## src/rtl/traffic_light_ctrl_param.sv

```systemverilog
// ---------------------------------------------------------------------------
// traffic_light_ctrl_param
//
// Two-way (NS/EW) intersection controller with programmable phase lengths,
// pedestrian request with minimum-green truncation and a night flash mode.
// The normal sequence is NSG -> NSY -> AR1 -> EWG -> EWY -> AR2 -> NSG.
// Flash mode is only entered or left at an all-red boundary, so a green or
// yellow phase is never cut short by it.
//
// Parameters
//   CNT_W     width of the phase elapsed counter
//   GREEN_T   green phase length in cycles
//   YELLOW_T  yellow phase length in cycles
//   ALLRED_T  all-red clearance length in cycles
//   MIN_GREEN minimum green served before a pedestrian request truncates it
//   FLASH_T   flash half-period in cycles
//
// Ports
//   clk        clock, all state updates on the rising edge
//   rst_n      asynchronous active-low reset
//   ped_req    pedestrian button, sampled every cycle (pulse or level)
//   flash      night flash mode request (level)
//   ns_g/y/r   north-south lamps
//   ew_g/y/r   east-west lamps
//   ped_walk   walk signal, lit during the all-red that serves a request
//   phase      current state encoding for debug/status
// ---------------------------------------------------------------------------
module traffic_light_ctrl_param #(
    parameter int CNT_W     = 8,
    parameter int GREEN_T   = 15,
    parameter int YELLOW_T  = 3,
    parameter int ALLRED_T  = 3,
    parameter int MIN_GREEN = 5,
    parameter int FLASH_T   = 8
) (
    input  logic       clk,
    input  logic       rst_n,
    input  logic       ped_req,
    input  logic       flash,
    output logic       ns_g,
    output logic       ns_y,
    output logic       ns_r,
    output logic       ew_g,
    output logic       ew_y,
    output logic       ew_r,
    output logic       ped_walk,
    output logic [2:0] phase
);

    typedef enum logic [2:0] {
        ST_NSG   = 3'd0,
        ST_NSY   = 3'd1,
        ST_AR1   = 3'd2,
        ST_EWG   = 3'd3,
        ST_EWY   = 3'd4,
        ST_AR2   = 3'd5,
        ST_FLASH = 3'd6,
        ST_BAD   = 3'd7
    } state_t;

    // Last elapsed-count value of each phase, pre-sized to the counter width.
    localparam logic [CNT_W-1:0] GREEN_LAST  = CNT_W'(GREEN_T - 1);
    localparam logic [CNT_W-1:0] YELLOW_LAST = CNT_W'(YELLOW_T - 1);
    localparam logic [CNT_W-1:0] ALLRED_LAST = CNT_W'(ALLRED_T - 1);
    localparam logic [CNT_W-1:0] MIN_LAST    = CNT_W'(MIN_GREEN - 1);
    localparam logic [CNT_W-1:0] FLASH_LAST  = CNT_W'(FLASH_T - 1);
    localparam logic [CNT_W-1:0] CNT_ONE     = CNT_W'(1);

    state_t           state_q, state_d;
    logic [CNT_W-1:0] e_q, e_d;
    logic             ped_pend_q, ped_pend_d;
    logic             ped_srv_q, ped_srv_d;
    logic             lamp_on_q, lamp_on_d;

    logic             pend_now;
    logic             state_change;
    logic             ar_next;

    always_ff @(posedge clk or negedge rst_n) begin
        if (!rst_n) begin
            state_q    <= ST_NSG;
            e_q        <= '0;
            ped_pend_q <= 1'b0;
            ped_srv_q  <= 1'b0;
            lamp_on_q  <= 1'b0;
        end else begin
            state_q    <= state_d;
            e_q        <= e_d;
            ped_pend_q <= ped_pend_d;
            ped_srv_q  <= ped_srv_d;
            lamp_on_q  <= lamp_on_d;
        end
    end

    // Next-state, elapsed counter, pedestrian bookkeeping and flash lamp.
    // A request seen this very cycle counts as pending so that a press late
    // in green (past the minimum) ends the green at the next edge.
    always_comb begin
        state_d      = state_q;
        e_d          = e_q + CNT_ONE;
        ped_pend_d   = ped_pend_q;
        ped_srv_d    = ped_srv_q;
        lamp_on_d    = lamp_on_q;
        pend_now     = ped_pend_q | (ped_req & (state_q != ST_FLASH));
        state_change = 1'b0;
        ar_next      = 1'b0;

        case (state_q)
            ST_NSG: begin
                if ((e_q == GREEN_LAST) || (pend_now && (e_q >= MIN_LAST))) begin
                    state_d = ST_NSY;
                end
            end
            ST_NSY: begin
                if (e_q == YELLOW_LAST) begin
                    state_d = ST_AR1;
                end
            end
            ST_AR1: begin
                if (e_q == ALLRED_LAST) begin
                    state_d = flash ? ST_FLASH : ST_EWG;
                end
            end
            ST_EWG: begin
                if ((e_q == GREEN_LAST) || (pend_now && (e_q >= MIN_LAST))) begin
                    state_d = ST_EWY;
                end
            end
            ST_EWY: begin
                if (e_q == YELLOW_LAST) begin
                    state_d = ST_AR2;
                end
            end
            ST_AR2: begin
                if (e_q == ALLRED_LAST) begin
                    state_d = flash ? ST_FLASH : ST_NSG;
                end
            end
            ST_FLASH: begin
                if (!flash) begin
                    state_d = ST_AR2;
                end
            end
            default: begin
                state_d = ST_AR2;
            end
        endcase

        state_change = (state_d != state_q);
        ar_next      = (state_d == ST_AR1) || (state_d == ST_AR2);

        // Every state entry restarts the counter; in flash it also wraps
        // each half-period, which is when the flashing lamp toggles.
        if (state_change) begin
            e_d = '0;
        end else if ((state_q == ST_FLASH) && (e_q == FLASH_LAST)) begin
            e_d       = '0;
            lamp_on_d = ~lamp_on_q;
        end

        if (state_change && (state_d == ST_FLASH)) begin
            lamp_on_d = 1'b1;
        end

        // The pending request is handed over to the all-red that follows,
        // and requests made during that all-red queue for the next one.
        if (state_d == ST_FLASH) begin
            ped_pend_d = 1'b0;
            ped_srv_d  = 1'b0;
        end else if (state_change && ar_next) begin
            ped_srv_d  = pend_now;
            ped_pend_d = 1'b0;
        end else begin
            ped_pend_d = pend_now;
            if (!ar_next) begin
                ped_srv_d = 1'b0;
            end
        end
    end

    // Moore lamp decode of the registered state.
    always_comb begin
        ns_g     = 1'b0;
        ns_y     = 1'b0;
        ns_r     = 1'b0;
        ew_g     = 1'b0;
        ew_y     = 1'b0;
        ew_r     = 1'b0;
        ped_walk = 1'b0;
        phase    = state_q;

        case (state_q)
            ST_NSG: begin
                ns_g = 1'b1;
                ew_r = 1'b1;
            end
            ST_NSY: begin
                ns_y = 1'b1;
                ew_r = 1'b1;
            end
            ST_AR1, ST_AR2: begin
                ns_r     = 1'b1;
                ew_r     = 1'b1;
                ped_walk = ped_srv_q;
            end
            ST_EWG: begin
                ns_r = 1'b1;
                ew_g = 1'b1;
            end
            ST_EWY: begin
                ns_r = 1'b1;
                ew_y = 1'b1;
            end
            ST_FLASH: begin
                ns_y = lamp_on_q;
                ew_r = lamp_on_q;
            end
            default: begin
                ns_r = 1'b1;
                ew_r = 1'b1;
            end
        endcase
    end

endmodule

```

## config.mk

```make
export PLATFORM = sky130hd
export DESIGN_NAME = traffic_light_ctrl_param
export DESIGN_NICKNAME = d
export VERILOG_FILES = /design/src/rtl/traffic_light_ctrl_param.sv
export SDC_FILE = /design/constraint.sdc
export NUM_CORES = 1
export LEC_CHECK = 0
export BUFFER_PORTS_ARGS = -buffer_cell sky130_fd_sc_hd__buf_4
export CORE_MARGIN = 2
export CORE_UTILIZATION = 45
export DETAILED_ROUTE_END_ITERATION = 6
export GPL_TIMING_DRIVEN = 0
export MAX_ROUTING_LAYER = met4
export PLACE_DENSITY_LB_ADDON = 0.1
export SLEW_MARGIN = 20
export SYNTH_ARGS = -nofsm -noshare
export SYNTH_HDL_FRONTEND = slang
export SYNTH_SLANG_ARGS = --single-unit
```

## constraint.sdc

```tcl
create_clock -name clk -period 2.8 [get_ports clk]
set_clock_uncertainty 0.05 [all_clocks]
set_input_delay 0 -clock clk [delete_from_list [all_inputs] [get_ports clk]]
set_output_delay 0 -clock clk [all_outputs]
set_load 0.05 [all_outputs]
```

# == Yosys cells after proc, flatten, opt, wreduce, memory -nomap -nowiden ==
# Index checks and enable logic that the tools add are counted.
# totals
in_bits,4
output_inout_bits,10
regBits,14
# classes
n_reduce_logical,12
n_eq_ne,16
addsub,1
mux,27
magnitude_cmp,1
bitwise,3
# op_table
op,count
2-to-1 mux 3 bit,9
case mux 3 bit (7 select lines),1
2-to-1 mux 8 bit,2
"== test 3 bit, second input constant",5
2-to-1 mux 1 bit,13
"== test 3 x 2 -> 1 bit, second input constant",3
"adder 8 x 1 -> 8 bit, second input constant",1
"== test 8 x 2 -> 1 bit, second input constant",1
"== test 8 x 3 -> 1 bit, second input constant",1
"== test 8 x 4 -> 1 bit, second input constant",1
"greater-or-equal comparator 8 x 3 -> 1 bit, second input constant",1
logical AND 1 bit,4
case mux 1 bit (2 select lines),2
OR reduction 2 bit,2
"== test 3 x 1 -> 1 bit, second input constant",1
zero test 3 bit,1
"!= test 3 x 1 -> 1 bit, second input constant",1
!= test 3 bit,1
"!= test 3 bit, second input constant",1
OR reduction 3 bit,1
logical OR 1 bit,2
"!= test 2 x 1 -> 1 bit, second input constant",1
AND reduction 2 bit,1
nonzero test 2 bit,1
3 further kinds,3

# == Depth between registers and ports, before layout ==
# Gate-level depths: netlist of run 1.
# logic_depth
ltp_word,12
ltp_mapped,8
depth_no_buf,8

# == Worst setup path before layout of run 1 ==
# No wires, ideal clock.
# synth_timing
path_kind,reg-to-reg
startpoint,"register state_q[2], in the netlist phase[2]"
endpoint,register ped_srv_q
setup_time_ps,94
path_slack_ps,96
required_ps,2656
n_path_buf,1
path_stages_with_launch,8
arrival_time_ps,2560
cell_sequence,dfrtp_1 buf_2 or4bb_1 o221a_1 a211o_1 a221o_1 a211o_1 a221oi_2
# synth_via
elab_chain_cells,12
# synth_rtl
element,line_no,rtl
from (decl),69,"state_t state_q, state_d;"
from (signal assigned),87,state_q <= state_d;
!= test 3 bit,104,pend_now = ped_pend_q | (ped_req & (state_q != ST_FLASH));
bitwise AND 1 bit,104,
bitwise OR 1 bit,104,
logical AND 1 bit,"110, 125",
logical OR 1 bit,"110, 125",
"2-to-1 mux 3 bit, on equally long branches","125, 110",
case mux 3 bit (7 select lines),108,case (state_q)
== test 3 x 2 -> 1 bit / == test 3 bit (equally long branches),150,ar_next = (state_d == ST_AR1) || (state_d == ST_AR2);
logical OR 1 bit,150,
logical AND 1 bit,170,end else if (state_change && ar_next) begin
2-to-1 mux 1 bit,170,
2-to-1 mux 1 bit,167,if (state_d == ST_FLASH) begin
to (signal assigned),90,ped_srv_q <= ped_srv_d;
to (decl),72,"logic ped_srv_q, ped_srv_d;"
# Several ways; a longest one is shown, not always the timed one.
# A chain may end at the register's enable or synchronous reset.

# == Final worst setup path of run 1 ==
# layout_timing
startpoint,register e_q[5]
endpoint,register ped_srv_q
# layout_via
elab_chain_cells,10
# layout_rtl
element,line_no,rtl
from (decl),70,"logic [CNT_W-1:0] e_q, e_d;"
from (signal assigned),82,e_q <= '0;
from (signal assigned),88,e_q <= e_d;
greater-or-equal comparator 8 x 3 -> 1 bit,"110, 125",
logical AND 1 bit,"110, 125",
logical OR 1 bit,"110, 125",
"2-to-1 mux 3 bit, on equally long branches","125, 110",
case mux 3 bit (7 select lines) (*),108,
== test 3 x 2 -> 1 bit / == test 3 bit (equally long branches),150,
logical OR 1 bit,150,
logical AND 1 bit,170,
2-to-1 mux 1 bit,170,
2-to-1 mux 1 bit,167,
# Every way passes the cells marked *; elsewhere a longest branch is shown, timed or not.

==> flow_metrics.env, run 1 <==
export IMPL_status="complete, no violations"
export IMPL_crit_top_cell="a211o_1"
export IMPL_drv_cap=0
export IMPL_p_per_area_mw_per_mm2=1190
export IMPL_cts_htree_levels=1
export IMPL_cts_tree="done"
export IMPL_grt_antenna_before_repair=0
export IMPL_overflow=0
export IMPL_p_leak_nw=0.525
export IMPL_synth_xor_area_frac=0.0536
export IMPL_crit_buf_inv=0
export IMPL_hold_violations=0
export IMPL_cp_end_kind="flop"
export IMPL_clk_insertion_delay_late_ns=0.28
export IMPL_grt_pass1_vias=856
export IMPL_yosysSeqAreaShare=0.357
export IMPL_rsz0062_at_grt="no"
export IMPL_n_antenna_cell=0
export IMPL_ys_types=36
export IMPL_vias=941
export IMPL_drv_slew=0
export IMPL_crit_chain="or4_1, o221a_1, a211o_1, a221o_1, a211o_1, a221oi_2"
export IMPL_ir_drop_v=0.000711
export IMPL_arrival_ns=2.71
export IMPL_viasPerCell=5.77
export IMPL_initial_core_util=0.490
export IMPL_grt_max_degree=15
export IMPL_path_class="reg2reg"
export IMPL_drc=0
export IMPL_cts_root_buf="clkbuf_4"
export IMPL_max_freq_ghz=0.391
export IMPL_fin_crit_ns=2.56
export IMPL_synth_nets=125
export IMPL_relSlewSlack=0.539
export IMPL_clock_path_buffers=2
export IMPL_synth_top_family_by_area="simple AND/OR/NAND/NOR gates"
export IMPL_wl_per_cell_um=14.0
export IMPL_postLayoutCellArea_mm2=0.00117
export IMPL_die_y_um=50.7
export IMPL_die_area_mm2=0.00257
export IMPL_gp_congestion=0.891
export IMPL_cp_depth=6
export IMPL_final_setup_tns_ns=0
export IMPL_path_clk_slew_ns=0.09
export IMPL_drtPass1Iterations=4
export IMPL_final_setup_viol_count=0
export IMPL_hpwl_mm=1.74
export IMPL_yosys_area_share_simple=0.260
export IMPL_grt_pass1_wl_mm=3.93
export IMPL_drive_above_1_share=0.147
export IMPL_ant_nets=0
export IMPL_ys_seq_elements=14
export IMPL_synth_area_um2=981
export IMPL_placed_area_mm2=0.00111
export IMPL_critPathLaunchType="flop"
export IMPL_synthCells=118
export IMPL_cts_sinks=14
export IMPL_wirelength_mm=2.28
export IMPL_place_port_buffers=13
export IMPL_synthMuxAreaShare=0
export IMPL_track_usage=0.211
export IMPL_fill_cells=192
export IMPL_fin_crit_sh=0.913
export IMPL_avgSynthCellArea_um2=8.31
export IMPL_area_growth_pct=18.9
export IMPL_synth_compound_gate_area_share=0.236
export IMPL_yosysWarnings=0
export IMPL_critPathMaxStageDelay_ns=0.55
export IMPL_synth_adder_area_share=0.0383
export IMPL_critical_path_top_delay_family="compound AO/OA/AOI/OAI gates"
export IMPL_core_area_mm2=0.00200
export IMPL_die_w_um=50.7
export IMPL_rows=16
export IMPL_worst_pin_slew_ns=0.685
export IMPL_worst_path_max_delay_cell="or4_1"
export IMPL_ios=14
export IMPL_worstPathRequired_ns=2.95
export IMPL_worst_r2r_path_depth=6
export IMPL_drt_iter0_markers=32
export IMPL_cts_buffers=3
export IMPL_cts_setup_buffers=0
export IMPL_hold_path_class="in2async"
export IMPL_worst_path_max_fanout=5
export IMPL_final_nets=144
[cell type report]
cell class	instances	area, um^2	area share
multi-input cells	90	584	0.501
flip-flops and latches	14	350	0.300
repair buffers	14	108	0.0923
clock buffers	4	36.3	0.0311
inverters	9	33.8	0.0290
well taps	27	33.8	0.0290
plain buffers	5	20.0	0.0172
[per-layer routing]
metal | global-route usage | vias up | part of all wire
met3 | 0.0536 | 5 | 0.058
met2 | 0.296 | 29 | 0.44
met4 | 0.0721 | 0 | 0.013
met5 | - | - | 0
met1 | 0.294 | 442 | 0.49
li1 | - | 465 | -
[power by group]
part	leakage [nW]	internal [mW]	total [mW]	switching [mW]
Clock	0.0210	0.0792	0.149	0.0695
Combinational	0.327	0.302	0.914	0.612
Sequential	0.177	0.255	0.322	0.0671
Total	0.525	0.637	1.38	0.748
[cell families after synthesis]
kind of cell / after synthesis
compound gates: 31
xor+xnor: 6
fa+ha+maj: 3
buf+inv: 14
flops: 14
simple gates: 50
[sequential cells by signal, indices dropped and copies added, names as in the netlist]
register and flops:
ped_pend_q 1, phase 3, e_q 8, ped_srv_q 1
lamp_on_q 1
[cells in the mapped netlist (all sizes together)]
library cell	number	area, um^2
nor2	13	48.8
a21boi	2	15.0
a211o	2	17.5
ha	3	37.5
and3	3	18.8
nand3b	1	7.51
nand3	12	60.1
buf	1	5.00
nand2	7	26.3
dfrtp	14	350
o311a	1	10.0
o21a	1	7.51
or4	2	15.0
nor3	3	15.0
a31oi	2	12.5
xor2	4	35.0
and4	1	8.76
clkbuf	4	15.0
a221oi	2	23.8
o211ai	1	7.51
o21ai	5	25.0
inv	9	33.8
a21oi	5	25.0
a311oi	1	8.76
nor4	1	6.26
o31ai	2	15.0
a211oi	2	15.0
o311ai	1	8.76
nor2b	2	12.5
and2	4	25.0
xnor2	2	17.5
o221a	1	11.3
a221o	2	20.0
a2bb2oi	1	8.76
or4bb	1	11.3
[stage by stage]
step / setup slack [ns] / instances / hold slack, ns / util / power (mW)
final: 0.244 / 163 / 0.0423 / 0.583 / 1.38
after global placement: 0.209 / 158 / -0.187 / 0.556 / 1.22
after global routing: 0.0878 / 163 / 0.0437 / 0.583 / 1.49
after detailed placement: 0.215 / 158 / -0.188 / 0.556 / 1.22
after floorplan: 0.0965 / 118 / -0.346 / - / 0.989
after CTS: 0.177 / 163 / 0.0428 / 0.579 / 1.37
[timing repair]
item / in CTS / in global routing
hold endpoints to repair: 14 / 0
endpoints found under the setup margin: 0 / 1
hold buffers: 1 / 0
gates resized for setup: 0 / 1
[cells in the final DEF (no fill, tap or decap), types with 2 or more instances in the layout]
master,instances
buf_4,13
clkbuf_1,4
a221o_1,2
a21oi_1,5
nand2_1,7
a211oi_1,2
a31oi_1,2
nand3_1,12
xnor2_1,2
a211o_1,2
inv_1,9
ha_1,3
dfrtp_1,14
clkbuf_4,3
a21boi_0,2
or4_1,2
nor2_1,13
nor3_1,3
o21ai_0,5
o31ai_1,2
and3_1,3
and2_1,4
xor2_1,4
nor2b_1,2
[final timing paths]
check	from	endpoint	slack, ns
max	e_q[5]$_DFF_PN0_	ped_srv_q$_DFFE_PN0P_	0.24
min	rst_n	ped_pend_q$_DFF_PN0_	0.04
max reg2reg	e_q[5]$_DFF_PN0_	ped_srv_q$_DFFE_PN0P_	0.24
min reg2reg	e_q[0]$_DFF_PN0_	e_q[0]$_DFF_PN0_	0.50
max in group asynchronous	rst_n	e_q[1]$_DFF_PN0_	2.49
min in group clk	flash	lamp_on_q$_DFFE_PN0P_	0.07
Power figures use the tool's default switching activity.
==> run 2, diff against run 1 <==
--- a/config.mk
+++ b/config.mk
@@ -5,14 +5,14 @@
 export SDC_FILE = /design/constraint.sdc
 export NUM_CORES = 1
 export LEC_CHECK = 0
-export BUFFER_PORTS_ARGS = -buffer_cell sky130_fd_sc_hd__buf_4
 export CORE_MARGIN = 2
 export CORE_UTILIZATION = 45
 export DETAILED_ROUTE_END_ITERATION = 6
+export DONT_BUFFER_PORTS = 1
 export GPL_TIMING_DRIVEN = 0
 export MAX_ROUTING_LAYER = met4
 export PLACE_DENSITY_LB_ADDON = 0.1
-export SLEW_MARGIN = 20
+export SLEW_MARGIN = 40
 export SYNTH_ARGS = -nofsm -noshare
 export SYNTH_HDL_FRONTEND = slang
 export SYNTH_SLANG_ARGS = --single-unit
==> run 2 against run 1 <==
  * Setup slack got worse by 0.079 ns
  * Cell count fell by 6.1%
  * Wire length rose by 4.8%
  * Count of clock-buffer cells in the layout did not move
  * Non-clock buffer count fell by 10
  * Critical endpoint unchanged
  * Highest routed layer unchanged
==> flow_metrics.env, run 2 (synthesis gave the netlist of run 1 again) <==
export IMPL_hpwl_mm=1.66
export IMPL_grt_max_degree=15
export IMPL_drv_cap=0
export IMPL_regMostFlops="e_q"
export IMPL_finalPower_mw=1.34
export IMPL_whs_ns=0.0304
export IMPL_n_antenna_cell=0
export IMPL_final_cell_mix="nor2_1, nand3_1, dfrtp_1, inv_1, nand2_1"
export IMPL_area_growth_pct=15.6
export IMPL_cts_tree="done"
export IMPL_cp_end_kind="flop"
export IMPL_die_y_um=50.7
export IMPL_drv_slew=0
export IMPL_track_usage=0.223
export IMPL_vias=958
export IMPL_viasPerCell=6.26
export IMPL_cts_sinks=14
export IMPL_worst_path_max_fanout=7
export IMPL_status="complete, no violations"
export IMPL_initial_core_util=0.490
export IMPL_place_port_buffers=0
export IMPL_clock_path_buffers=2
export IMPL_p_leak_nw=0.476
export IMPL_drtPass1Iterations=4
export IMPL_worst_pin_slew_ns=0.833
export IMPL_path_clk_slew_ns=0.09
export IMPL_rsz0062_at_grt="no"
export IMPL_max_freq_ghz=0.380
export IMPL_cts_root_buf="clkbuf_4"
export IMPL_arrival_ns=2.77
export IMPL_crit_top_cell="a211o_1"
export IMPL_grt_pass1_wl_mm=4.19
export IMPL_path_class="reg2reg"
export IMPL_relSlewSlack=0.442
export IMPL_fin_util=0.566
export IMPL_final_setup_viol_count=0
export IMPL_fin_crit_sh=0.941
export IMPL_cts_htree_levels=1
export IMPL_grt_pass1_vias=872
export IMPL_drc=0
export IMPL_hold_violations=0
export IMPL_wl_per_cell_um=15.6
export IMPL_overflow=0
export IMPL_cts_buffers=3
export IMPL_mostFrequentLayoutCell="nor2_1"
export IMPL_gp_congestion=0.961
export IMPL_ios=14
export IMPL_grt_antenna_before_repair=0
export IMPL_worst_path_max_delay_cell="dfrtp_2"
export IMPL_crit_chain="buf_6, or4bb_1, o221a_1, a211o_1, a221o_1, a211o_1, a221oi_2"
export IMPL_wirelength_mm=2.39
export IMPL_critPathMaxStageDelay_ns=0.54
export IMPL_worstPathRequired_ns=2.94
export IMPL_clk_insertion_delay_late_ns=0.28
export IMPL_core_area_mm2=0.00200
export IMPL_drt_iter0_markers=61
export IMPL_die_area_mm2=0.00257
export IMPL_hold_path_class="in2reg"
export IMPL_critPathLaunchType="flop"
export IMPL_die_w_um=50.7
export IMPL_ir_drop_v=0.000781
export IMPL_largest_reg_flops=8
export IMPL_ant_nets=0
export IMPL_final_nets=134
export IMPL_drive_above_1_share=0.135
export IMPL_fill_cells=181
export IMPL_rows=16
export IMPL_fin_crit_ns=2.63
export IMPL_p_per_area_mw_per_mm2=1190
run 2: final cells by class:
class / count / area, um^2 / share of cell area
Clock buffer: 4 / 36.3 / 0.0320
Tap cell: 27 / 33.8 / 0.0298
Buffer: 5 / 26.3 / 0.0232
Timing Repair Buffer: 4 / 37.5 / 0.0331
Inverter: 9 / 33.8 / 0.0298
Sequential cell: 14 / 354 / 0.312
Multi-Input combinational cell: 90 / 612 / 0.540
run 2: final timing paths:
| path | endpoint | slack, ns | cells past startpoint | startpoint |
|---|---|---|---|---|
| max in group asynchronous | phase[0]$_DFF_PN0_ | 2.09 | 1 | rst_n |
| min in group asynchronous | ped_pend_q$_DFF_PN0_ | 0.13 | 1 | rst_n |
| min | ped_pend_q$_DFF_PN0_ | 0.03 | 5 | flash |
| max | ped_srv_q$_DFFE_PN0P_ | 0.17 | 7 | phase[2]$_DFF_PN0_ |
| max reg2reg | ped_srv_q$_DFFE_PN0P_ | 0.17 | 7 | phase[2]$_DFF_PN0_ |
| min reg2reg | lamp_on_q$_DFFE_PN0P_ | 0.49 | 1 | lamp_on_q$_DFFE_PN0P_ |
run 2: routing by layer:
metal  vias up  track usage  wire length, um
li1        447            -                -
met5         -            -                0
met3         2       0.0714              212
met4         0       0.0541               15
met2        47        0.298             1040
met1       462        0.325             1120
run 2: timing repair:
action	4_1_cts	5_1_grt
endpoints found under the hold margin	16	0
gates resized for setup	3	4
gates cloned	0	0
setup endpoints to repair	8	7
buffers inserted	0	1
pin swaps	0	1
hold buffers	3	0
run 2: worst max-delay path: cells and delay by family, from the launching register on:
kind,cells,cell delay [ns]
DFF,1,0.54
buffers and inverters,1,0.17
and+or+nand+nor,1,0.49
AOI/OAI and AO/OA,5,1.31
run 2: report_power, final:
group	switching [mW]	total [mW]	internal, mW
Clock	0.0659	0.145	0.0791
Sequential	0.134	0.392	0.258
Combinational	0.555	0.807	0.252
Total	0.755	1.34	0.588
run 2: per-stage QoR:
step | setup WS, ns | instance area (um^2) | instances | setup TNS [ns]
global placement | -0.105 | 1010 | 145 | -0.668
floorplan | 0.0965 | 981 | 118 | 0
detailed placement | -0.140 | 1040 | 145 | -0.898
finish | 0.165 | 1130 | 153 | 0
CTS | 0.0409 | 1120 | 152 | 0
global route | 0.0263 | 1130 | 153 | 0
